[src/rtl/alu_ctrl.sv]
// Purpose: sequencing controller for an external 8-bit ALU; owns the accumulator and flags.
// Latency: accept edge to done pulse is 2 cycles for single-step ops, N+1 for N-step shifts.
// Backpressure: op_ready only in IDLE; requests while busy are ignored. Macro ALU_CTRL_MULTISHIFT_EN enables multi-step shifts.
module alu_ctrl #(
   parameter int CNT_W = 3
) (
   input  logic             clk,
   input  logic             rst_n,
   input  logic             op_valid,
   output logic             op_ready,
   input  logic [2:0]       opcode,
   input  logic [7:0]       operand,
   input  logic [CNT_W-1:0] count,
   output logic [7:0]       alu_a,
   output logic [7:0]       alu_b,
   output logic [1:0]       alu_sel,
   output logic [1:0]       load_shift,
   input  logic [7:0]       alu_result,
   input  logic             alu_cout,
   input  logic             alu_zout,
   output logic [7:0]       acc,
   output logic             carry_flag,
   output logic             zero_flag,
   output logic             done
);

   localparam logic [2:0] OP_CLR = 3'b000;
   localparam logic [2:0] OP_LDA = 3'b001;
   localparam logic [2:0] OP_ADD = 3'b010;
   localparam logic [2:0] OP_SUB = 3'b011;
   localparam logic [2:0] OP_NOR = 3'b100;
   localparam logic [2:0] OP_SHL = 3'b101;
   localparam logic [2:0] OP_SHR = 3'b110;

   localparam logic [1:0] SEL_LS  = 2'b00;
   localparam logic [1:0] SEL_NOR = 2'b01;
   localparam logic [1:0] SEL_ADD = 2'b10;
   localparam logic [1:0] SEL_SUB = 2'b11;

   localparam logic [1:0] LS_ZERO = 2'b00;
   localparam logic [1:0] LS_SHL  = 2'b01;
   localparam logic [1:0] LS_PASS = 2'b10;
   localparam logic [1:0] LS_SHR  = 2'b11;

`ifdef ALU_CTRL_MULTISHIFT_EN
   typedef enum logic [1:0] {IDLE = 2'd0, EXEC = 2'd1, SHIFT = 2'd2, DONE = 2'd3} state_t;
`else
   typedef enum logic [1:0] {IDLE = 2'd0, EXEC = 2'd1, DONE = 2'd3} state_t;
`endif

   state_t     state;
   state_t     state_nxt;
   logic [2:0] op_q;
   logic [7:0] opnd_q;
   logic       capture;

`ifdef ALU_CTRL_MULTISHIFT_EN
   // cnt_q holds the latched count and then counts down the steps still to run
   logic [CNT_W-1:0] cnt_q;
   logic             is_shift;
   logic             shift_zero;

   assign is_shift = (op_q == OP_SHL) || (op_q == OP_SHR);
`else
   // every shift is a single step, so the requested count has no effect
   logic count_unused;

   assign count_unused = ^count;
`endif

   assign alu_b = opnd_q;

   // state register; reset returns to IDLE and aborts any operation in flight
   always_ff @(posedge clk) begin
      if (!rst_n) state <= IDLE;
      else        state <= state_nxt;
   end

   // next-state logic
   always_comb begin
      state_nxt = state;
      case (state)
         IDLE: if (op_valid) state_nxt = EXEC;
`ifdef ALU_CTRL_MULTISHIFT_EN
         EXEC: begin
            if (is_shift && (cnt_q > CNT_W'(1))) state_nxt = SHIFT;
            else                                 state_nxt = DONE;
         end
         SHIFT: if (cnt_q <= CNT_W'(1)) state_nxt = DONE;
`else
         EXEC: state_nxt = DONE;
`endif
         DONE: state_nxt = IDLE;
         default: state_nxt = IDLE;
      endcase
   end

   // ALU drive codes and the capture strobe for each state/opcode
   always_comb begin
      op_ready   = rst_n && (state == IDLE);
      alu_a      = acc;
      alu_sel    = SEL_LS;
      load_shift = LS_PASS;
      capture    = 1'b0;
`ifdef ALU_CTRL_MULTISHIFT_EN
      shift_zero = 1'b0;
`endif
      case (state)
         EXEC: begin
            case (op_q)
               OP_CLR: begin load_shift = LS_ZERO; capture = 1'b1; end
               OP_LDA: begin alu_a = opnd_q; capture = 1'b1; end
               OP_ADD: begin alu_sel = SEL_ADD; capture = 1'b1; end
               OP_SUB: begin alu_sel = SEL_SUB; capture = 1'b1; end
               OP_NOR: begin alu_sel = SEL_NOR; capture = 1'b1; end
               OP_SHL, OP_SHR: begin
                  load_shift = (op_q == OP_SHL) ? LS_SHL : LS_SHR;
`ifdef ALU_CTRL_MULTISHIFT_EN
                  capture    = (cnt_q != '0);
                  shift_zero = (cnt_q == '0);
`else
                  capture    = 1'b1;
`endif
               end
               default: ;
            endcase
         end
`ifdef ALU_CTRL_MULTISHIFT_EN
         SHIFT: begin
            load_shift = (op_q == OP_SHL) ? LS_SHL : LS_SHR;
            capture    = 1'b1;
         end
`endif
         default: ;
      endcase
   end

   // request latches, accumulator/flag capture and the registered done pulse
   always_ff @(posedge clk) begin
      if (!rst_n) begin
         acc        <= 8'h00;
         carry_flag <= 1'b0;
         zero_flag  <= 1'b1;
         done       <= 1'b0;
         op_q       <= 3'b000;
         opnd_q     <= 8'h00;
`ifdef ALU_CTRL_MULTISHIFT_EN
         cnt_q      <= '0;
`endif
      end else begin
         done <= (state == DONE);
         if (op_valid && op_ready) begin
            op_q   <= opcode;
            opnd_q <= operand;
`ifdef ALU_CTRL_MULTISHIFT_EN
            cnt_q  <= count;
`endif
         end
         if (capture) begin
            acc        <= alu_result;
            carry_flag <= alu_cout;
            zero_flag  <= alu_zout;
         end
`ifdef ALU_CTRL_MULTISHIFT_EN
         // a zero-length shift leaves acc alone but still defines the flags
         if (shift_zero) begin
            carry_flag <= 1'b0;
            zero_flag  <= (acc == 8'h00);
         end
         // counter stops at zero so it can never wrap
         if (((state == EXEC) || (state == SHIFT)) && is_shift && (cnt_q != '0))
            cnt_q <= cnt_q - CNT_W'(1);
`endif
      end
   end

endmodule

[config.mk]
export PLATFORM = sky130hd
export DESIGN_NAME = alu_ctrl
export DESIGN_NICKNAME = d
export VERILOG_FILES = /design/src/rtl/alu_ctrl.sv
export SDC_FILE = /design/constraint.sdc
export NUM_CORES = 1
export LEC_CHECK = 0
export CELL_PAD_IN_SITES_DETAIL_PLACEMENT = 1
export CELL_PAD_IN_SITES_GLOBAL_PLACEMENT = 1
export CORE_MARGIN = 5
export CORE_UTILIZATION = 24
export CTS_CLUSTER_DIAMETER = 30
export DETAILED_ROUTE_END_ITERATION = 12
export MAX_ROUTING_LAYER = met4
export PLACE_DENSITY_LB_ADDON = 0.12
export SYNTH_ARGS = -nofsm -noshare
export SYNTH_HDL_FRONTEND = slang
export SYNTH_SLANG_ARGS = --single-unit
[constraint.sdc]
create_clock -name clk -period 1.6 [get_ports clk]
set_input_delay 0.32 -clock clk [delete_from_list [all_inputs] [get_ports clk]]
set_output_delay 0.32 -clock clk [all_outputs]
set_load 0.01 [all_outputs]
## After elaboration in Yosys (flattened, before gate mapping)

Index checks and enable logic that the tools add are counted.

| word-level totals | value |
|---|---|
| register bits | 24 |
| input port bits | 27 |
| output and inout bits | 32 |
| logic and storage cells | 33 |

| operators by class | value |
|---|---|
| equal/unequal tests | 9 |
| multiplexer cells | 11 |
| reduce and logical (&&, ||, !) cells | 6 |

Operators with widths:

| operator | count |
|---|---|
| $mux W8 | 2 |
| $eq A3 B3 Y1 const B | 3 |
| $mux W2 | 4 |
| $pmux W2 S2 | 2 |
| $reduce_or A7 Y1 | 1 |
| $eq A3 B2 Y1 const B | 2 |
| $pmux W2 S3 | 1 |
| $eq A3 B1 Y1 const B | 1 |
| $logic_not A3 Y1 | 1 |
| $eq A2 B1 Y1 const B | 1 |
| $eq A2 B2 Y1 const B | 1 |
| $logic_and A1 B1 Y1 | 2 |
| $logic_not A2 Y1 | 1 |
| $mux W1 | 2 |
| $ne A2 B2 Y1 const B | 1 |
| $reduce_or A2 Y1 | 1 |

## Logic depth before layout (Yosys ltp)

Gate-level depths: netlist (run 1).

| logic depth | value |
|---|---|
| word-level depth | 4 |
| mapped depth | 4 |
| mapped depth without buffers | 3 |

## Least setup slack after synthesis (run 1)

No wires, ideal clock.

| timing path | value |
|---|---|
| kind | register -> output |
| start point | register op_q[1] |
| end point | output port alu_a[0] |
| arrival | 1.434 ns |
| path slack | -0.154 ns |
| cell stages (with the launch flop) | 5 |
| buffers on the path | 2 |
| cell sequence | dfxtp_1 -> clkbuf_1 -> or4b_4 -> buf_6 -> mux2_4 |

| between the ends | value |
|---|---|
| word-level cells in the longest chain between the ends | 3 |

Ends and longest elaborated chain:

| element | RTL line | source |
|---|---|---|
| start, declared | 53 | `logic [2:0] op_q;` |
| start signal, assigned | 153 | `op_q <= opcode;` |
| $eq A3 B1 Y1 | 110 | `case (op_q)` |
| $mux W8 | 110 |  |
| $mux W8 | 108 | `case (state)` |
| end, declared | 14 | `output logic [7:0] alu_a,` |

Every way passes these cells.

## Worst setup path after layout (run 1)

| timing path | value |
|---|---|
| start point | register state[1] |
| end point | output port alu_a[2] |

| between the ends | value |
|---|---|
| word-level cells in the longest chain between the ends | 2 |

Ends and longest elaborated chain:

| element | RTL line | source |
|---|---|---|
| start, declared | 51 | `state_t state;` |
| start signal, assigned | 76 | `else state <= state_nxt;` |
| $eq A2 B1 Y1 | 108 |  |
| $mux W8 | 108 |  |

Every way passes these cells.

==> results.md, run 1 <==
* Outcome: finished, violations left
* Violated checks: negative setup slack
* Critical setup path kind: flip-flop to output pin
* Most Crowded Layer GR: met2
* RSZ-0062 raised after global routing: yes
* Rel. slew slack at 0.8354
* Largest net degree at the start of global routing at 33
* GR met1 Demand/Resource at 0.1354
* Clk sinks at 24
* Worst Clk Skew at 5.703 ps
* Cts bufs inserted at 3
* CTS tree: built
* Root buf cell: clkbuf_8
* Most frequent cell after synthesis: nand2_1
* CP Max Fanout at 7
* Critical Path End Type: output pin
* Max_cap viols at 0
* Top FF cell, synth: dfxtp_1
* Final GP Congestion at 0.6982
* LEAKAGE at 0.0008226 uW
* Drt via density at 4.404
* Top post-synthesis cells by count: nand2_1, dfxtp_1, o21ai_0
* Synth top area share at 0.4379
* Total gr overflow at 0
* Hold Slack at 471.0 ps
* Vias after detailed routing at 1079
* Worst-path clk slew at 90 ps
* Hpwl dp at 2605 um
* Peak VDD IR at 0.3476 mV
* Final period utilization at 1.382
* Synth Cell Area at 1097 um^2
* Ant diodes at 0
* Final worst setup slack at -611.2 ps
* CTS HTree Levels at 1
* TNS Setup at -5043 ps
* Synth async-reset ratio at 0
* Initial antenna violation count at 0
* Bufs on Longest Clock Path at 2
* First-pass DRT Iterations at 2
* CP startpoint kind: flip-flop
* FP Rows at 24
* Power Density at 820.7 nW/um^2
* Sequential share of the synthesized area at 0.4379
* Fin. max-slew vios at 0
* Share of layout cells above drive strength 1 at 0.3057
* Yosys warning total at 0
* Worst path arrival time at 1890 ps
* Post-synthesis register bit count at 24
* Tightest Pin Transition at 247.0 ps
* Clk_lat worst skew at 270 ps
* Worst Path Required at 1280 ps
* Global Route Usage Sum at 0.1231
* Global-route wire length before repair at 5754 um
* Synth unique cells at 23
* Wirelength, routed at 3493 um
* Syn_area_per_cell at 8.921 um^2
* Die H at 77.62 um
* Io pins at 59
* Post-route DRC at 0
* Hold bufs inserted after CTS at 0
* Synthesized Nets at 150
* GR Layer Usage met3 at 0.03241
* Post-layout min period at 2211 ps
* Worst min-delay path class: flip-flop to flip-flop
* Synth Instances at 123
* Width of the chip at 77.62 um
* EDFF count, synth at 0
* Antenna-violating nets left at 0
* Number of global-route vias before repair at 1183
* GR Util met2 at 0.2053
* Leading area contributor after synthesis: dfxtp_1
* Initial Util at 0.2503
* Main area contributors after synthesis: dfxtp_1, nand2_1, mux2_4
* Drt wl/cell at 14.26 um
* Final setup vio count at 10
* Hold Vio Cnt, Final at 0
* Iter 0 DRT Violations at 18
* Die footprint at 6024 um^2
* Core Region at 4384 um^2
* Fmax at 452.3 MHz
* Area Overhead vs Synth at 79.59%
* Fin nets at 221
* PortBufs at 55
[critical path, stage by stage, from the launching register on]
cell	delay, ps
dfxtp_2	330
nand2b_4	140
or4b_4	570
buf_6	160
mux2_4	290
buf_6	120
[cells in the final DEF, fill, tap and decap left out, types with 2 or more instances in the layout]
cell type and instances:
dfxtp_1 20, nor3b_2 2, dfxtp_2 4, buf_6 21, mux2i_1 10, clkbuf_8 3, clkdlybuf4s50_1 42, nor2_1 6
nand2_1 40, mux2_4 8, o21ai_0 11, buf_4 7, buf_2 3
[state kept, by name (all words and copies together) (netlist names)]
signal      count
acc             8
alu_b           8
op_q            3
state           2
carry_flag      1
done            1
zero_flag       1
[what timing repair did]
item | 4_1_cts | 5_1_grt
endpoints found under the setup margin | 13 | 31
gates cloned | 0 | 0
resized for setup | 82 | 3
pin swaps | 2 | 2
buffers inserted | 10 | 1
[routing by layer]
layer	wire, um	vias to the layer above
li1	-	540
met1	1501	497
met5	0	-
met3	201	6
met4	76	0
met2	1713	36
[cell families (layout without fill, tap and decap cells)]
group	Yosys count	after routing	synth area share
buf+inv	10	80	0.04332
xor+xnor	2	2	0.01597
compound gates	13	13	0.06043
flops	24	24	0.4379
mux	18	18	0.2007
simple gates	56	56	0.2417
[layout make-up]
type,instances,area (um^2)
Clock buffer,3,41.29
Inverter,1,3.754
Fill cell,490,2414
Multi-Input combinational cell,89,595.6
Clock inverter,1,30.03
Timing Repair Buffer,75,749.5
Sequential cell,24,485.5
Tap cell,52,65.06
[worst paths after layout]
kind                                              start                      end  slack, ps  cells past startpoint
worst min-delay path            carry_flag$_SDFFE_PN0P_  carry_flag$_SDFFE_PN0P_        470                      2
worst max-delay path              state[1]$_SDFFE_PN0P_                 alu_a[2]       -610                      5
worst min register to register  carry_flag$_SDFFE_PN0P_  carry_flag$_SDFFE_PN0P_        470                      2
worst max register to register    state[1]$_SDFFE_PN0P_      acc[3]$_SDFFE_PN0P_        120                      7
[per-stage QoR]
step                      area [um^2]    util  std cells  total power [uW]  setup WS [ps]
final                            1971  0.4495        245              1617         -611.2
after global routing             1971  0.4495        245              1698         -678.9
after floorplan                  1099       -        123             830.5         -132.6
after global placement           1770  0.4038        232              1040         -583.1
after CTS                        1982  0.4521        246              1638         -675.7
after detailed placement         1770  0.4038        232              1052         -628.0
[power breakdown]
part / switching [uW] / total, uW / internal (uW)
registers: 31.0 / 671 / 640
logic: 152 / 399 / 247
clock network: 212 / 547 / 335
Note: power is estimated with default switching activity, not from simulation.
==> run 2: changes to the inputs <==
--- a/config.mk
+++ b/config.mk
@@ -8,9 +8,11 @@
 export CELL_PAD_IN_SITES_DETAIL_PLACEMENT = 1
 export CELL_PAD_IN_SITES_GLOBAL_PLACEMENT = 1
 export CORE_MARGIN = 5
-export CORE_UTILIZATION = 24
+export CORE_UTILIZATION = 25
+export CTS_BUF_LIST = sky130_fd_sc_hd__clkbuf_4
 export CTS_CLUSTER_DIAMETER = 30
 export DETAILED_ROUTE_END_ITERATION = 12
+export HOLD_SLACK_MARGIN = 0.03
 export MAX_ROUTING_LAYER = met4
 export PLACE_DENSITY_LB_ADDON = 0.12
 export SYNTH_ARGS = -nofsm -noshare
==> results.md, run 2 (synthesis results as in run 1) <==
* Worst Path Required at 1280 ps (about the same)
* Ant diodes at 0 (unchanged)
* WP buf/inv at 2 (unchanged)
* Rel. slew slack at 0.8462 (+0.01081)
* Fmax at 439.9 MHz (-2.7%)
* Hold bufs inserted after CTS at 0 (unchanged)
* FP Rows at 24 (unchanged)
* Vias after detailed routing at 1119 (+3.7%)
* PortBufs at 55 (unchanged)
* Outcome: finished, violations left
* Top delay family on crit path: simple AND/OR/NAND/NOR gates
* Final core utilization at 0.4636 (+0.01409)
* R2R Path Start: state[1]$_SDFFE_PN0P_
* Width of the chip at 76.25 um (-1.8%)
* Worst Clk Skew at 6.948 ps (+1.245 ps)
* Antenna-violating nets left at 0 (unchanged)
* Iter 0 DRT Violations at 33 (+15)
* Post-route DRC at 0 (unchanged)
* Cell mode on critical path: buf_6
* Max_cap viols at 0 (unchanged)
* Hold Slack at 465.2 ps (-5.797 ps)
* Combined area of the multi-input logic cells at 611.8 um^2 (+2.7%)
* Critical setup path kind: flip-flop to output pin
* RSZ-0062 raised after global routing: yes
* Core Region at 4294 um^2 (-2.1%)
* Drt wl/cell at 14.52 um (+1.8%)
* WHS Path Cells at 2 (unchanged)
* Final GP Congestion at 0.7081 (+1.4%)
* Io pins at 59 (unchanged)
* Min-delay src: carry_flag$_SDFFE_PN0P_
* Violated checks: negative setup slack
* Number of global-route vias before repair at 1208 (+2.1%)
* GR met1 Demand/Resource at 0.1577 (+0.02227)
* CP max-delay cell: or4b_4
* Area Overhead vs Synth at 81.41%
* Die H at 76.25 um (-1.8%)
* Fin. max-slew vios at 0 (unchanged)
* Final period utilization at 1.421 (+0.03888)
* Filler cells at 497 (+1.4%)
* Total gr overflow at 0 (unchanged)
* Crit Reg-Reg Endpoint: acc[1]$_SDFFE_PN0P_
* Worst-path clk slew at 140 ps (+50 ps)
* Wirelength, routed at 3615 um (+3.5%)
* Initial Util at 0.2555 (+0.005251)
* Fin nets at 225 (+1.8%)
* Final worst setup slack at -673.4 ps (-62.20 ps)
* GR Util met2 at 0.2140 (+0.008699)
* Clk sinks at 24 (unchanged)
* Hold Vio Cnt, Final at 0 (unchanged)
* Sw frac at 0.2761 (+0.03188)
* Crit path cell chain: nand2b_4 -> or4b_4 -> buf_6 -> mux2_4 -> buf_6
* Hpwl dp at 2664 um (+2.2%)
* Post-layout min period at 2273 ps (+62.20 ps)
* GR Layer Usage met3 at 0.02837 (-0.004039)
* Sw Pwr at 375.9 uW (-4.8%)
* CP Max Fanout at 5 (-2)
* Initial antenna violation count at 0 (unchanged)
* Clk_lat worst skew at 310 ps (+40 ps)
* Worst path arrival time at 1950 ps (+60 ps)
* Critical Path End Type: output pin
* Logic gate share of total power at 0.302 (+0.055)
* CTS HTree Levels at 1 (unchanged)
* Share of layout cells above drive strength 1 at 0.3604 (+0.05471)
* Root buf cell: clkbuf_4
* Power Density at 683.9 nW/um^2 (-17%)
* Global-route wire length before repair at 5947 um (+3.4%)
* CTS tree: built
* R2R Setup Slk at -30 ps (-150 ps)
* Storage element area at 495.5 um^2 (+2.1%)
* Largest net degree at the start of global routing at 33 (unchanged)
* Most Crowded Layer GR: met2
* Tightest Pin Transition at 230.8 ps (-16.21 ps)
* Sequential share of power at 0.496 (+0.081)
* FF-to-FF path depth at 8 (+1)
* First-pass DRT Iterations at 3 (+1)
* Bufs on Longest Clock Path at 2 (unchanged)
* Most frequent cells in the layout: nand2_1, clkdlybuf4s50_1, buf_6, dfxtp_2, dfxtp_1
* Worst min-delay path class: flip-flop to flip-flop
* Endpoint, Worst Hold: carry_flag$_SDFFE_PN0P_
* Global Route Usage Sum at 0.1286 (+0.005461)
* Clock power frac at 0.202 (-0.136)
* Worst path max stage delay at 570 ps (about the same)
* LEAKAGE at 0.0009754 uW (+19%)
* Peak VDD IR at 0.2481 mV (-29%)
* Die footprint at 5814 um^2 (-3.5%)
* CP startpoint kind: flip-flop
* Commonest non-fill, non-tap cell in the layout: nand2_1
* Drt via density at 4.494 (+2.0%)
* Int Pwr at 985.6 uW (-19%)
* Cts bufs inserted at 3 (unchanged)
* Final setup vio count at 12 (+2)
## run 2: changes by cell type in the layout (fill, tap and decap cells not counted), sizes merged
cell | before | now
buf | 32 | 37
clkbuf | 4 | 3
dlygate4sd2 | 0 | 4
clkdlybuf4s50 | 42 | 29
bufinv | 1 | 0
clkinv | 0 | 1
dlymetal6s2s | 0 | 9
## run 2: how the worst max path moves through the flow
stage	from	end	slack (ps)	cells past startpoint
2_1_floorplan	op_q[1]$_SDFFE_PN0P_	alu_a[0]	-130	4
3_5_place_dp	state[1]$_SDFFE_PN0P_	alu_a[7]	-600	4
3_3_place_gp	state[1]$_SDFFE_PN0P_	alu_a[3]	-570	4
4_1_cts	state[1]$_SDFFE_PN0P_	alu_a[3]	-720	5
5_1_grt	state[1]$_SDFFE_PN0P_	alu_a[3]	-760	5
6_report	state[1]$_SDFFE_PN0P_	alu_a[3]	-670	5
## run 2: tightest hold or removal path, cell delays in order (launching register included)
cell and delay, ps:
dfxtp_1 330, nand2_1 50, mux2i_1 50
## run 2: timing repair
item                                    in CTS  in global routing
pin swaps                                    4                  1
endpoints found under the hold margin        0                  0
endpoints found under the setup margin      17                 42
resized for setup                           86                 21
setup buffers                               12                  0
## run 2: through the flow
stage | std cells | setup WS [ps] | TNS, ps | area [um^2] | total power (uW)
2_1_floorplan | 123 | -132.6 | -1061 | 1099 | 830.5
3_3_place_gp | 234 | -571.0 | -7760 | 1773 | 1042
3_5_place_dp | 234 | -595.7 | -8530 | 1773 | 1055
4_1_cts | 250 | -717.4 | -7758 | 1943 | 1378
5_1_grt | 249 | -759.3 | -7511 | 1991 | 1443
6_report | 249 | -673.4 | -5934 | 1991 | 1361
## run 2: cell type report
| class | count | share of cell area |
|---|---|---|
| multi-input combinational | 89 | 0.3074 |
| timing repair buffer | 79 | 0.3960 |
| inverter | 1 | 0.001886 |
| sequential | 24 | 0.2489 |
| clock buffer | 3 | 0.01131 |
| tap | 52 | 0.03268 |
| clock inverter | 1 | 0.001886 |
## run 2: power by group through the flow
stage	logic, uW	registers [uW]	clock network (uW)
2_1_floorplan	136	694	0
3_3_place_gp	361	681	0
3_5_place_dp	371	684	0
4_1_cts	413	674	291
5_1_grt	444	682	317
6_report	412	675	275
## run 2: metal layers
layer	up-vias	wire length [um]
met5	-	0
met4	0	17
met3	2	158
met2	30	1890
met1	535	1549
li1	552	-
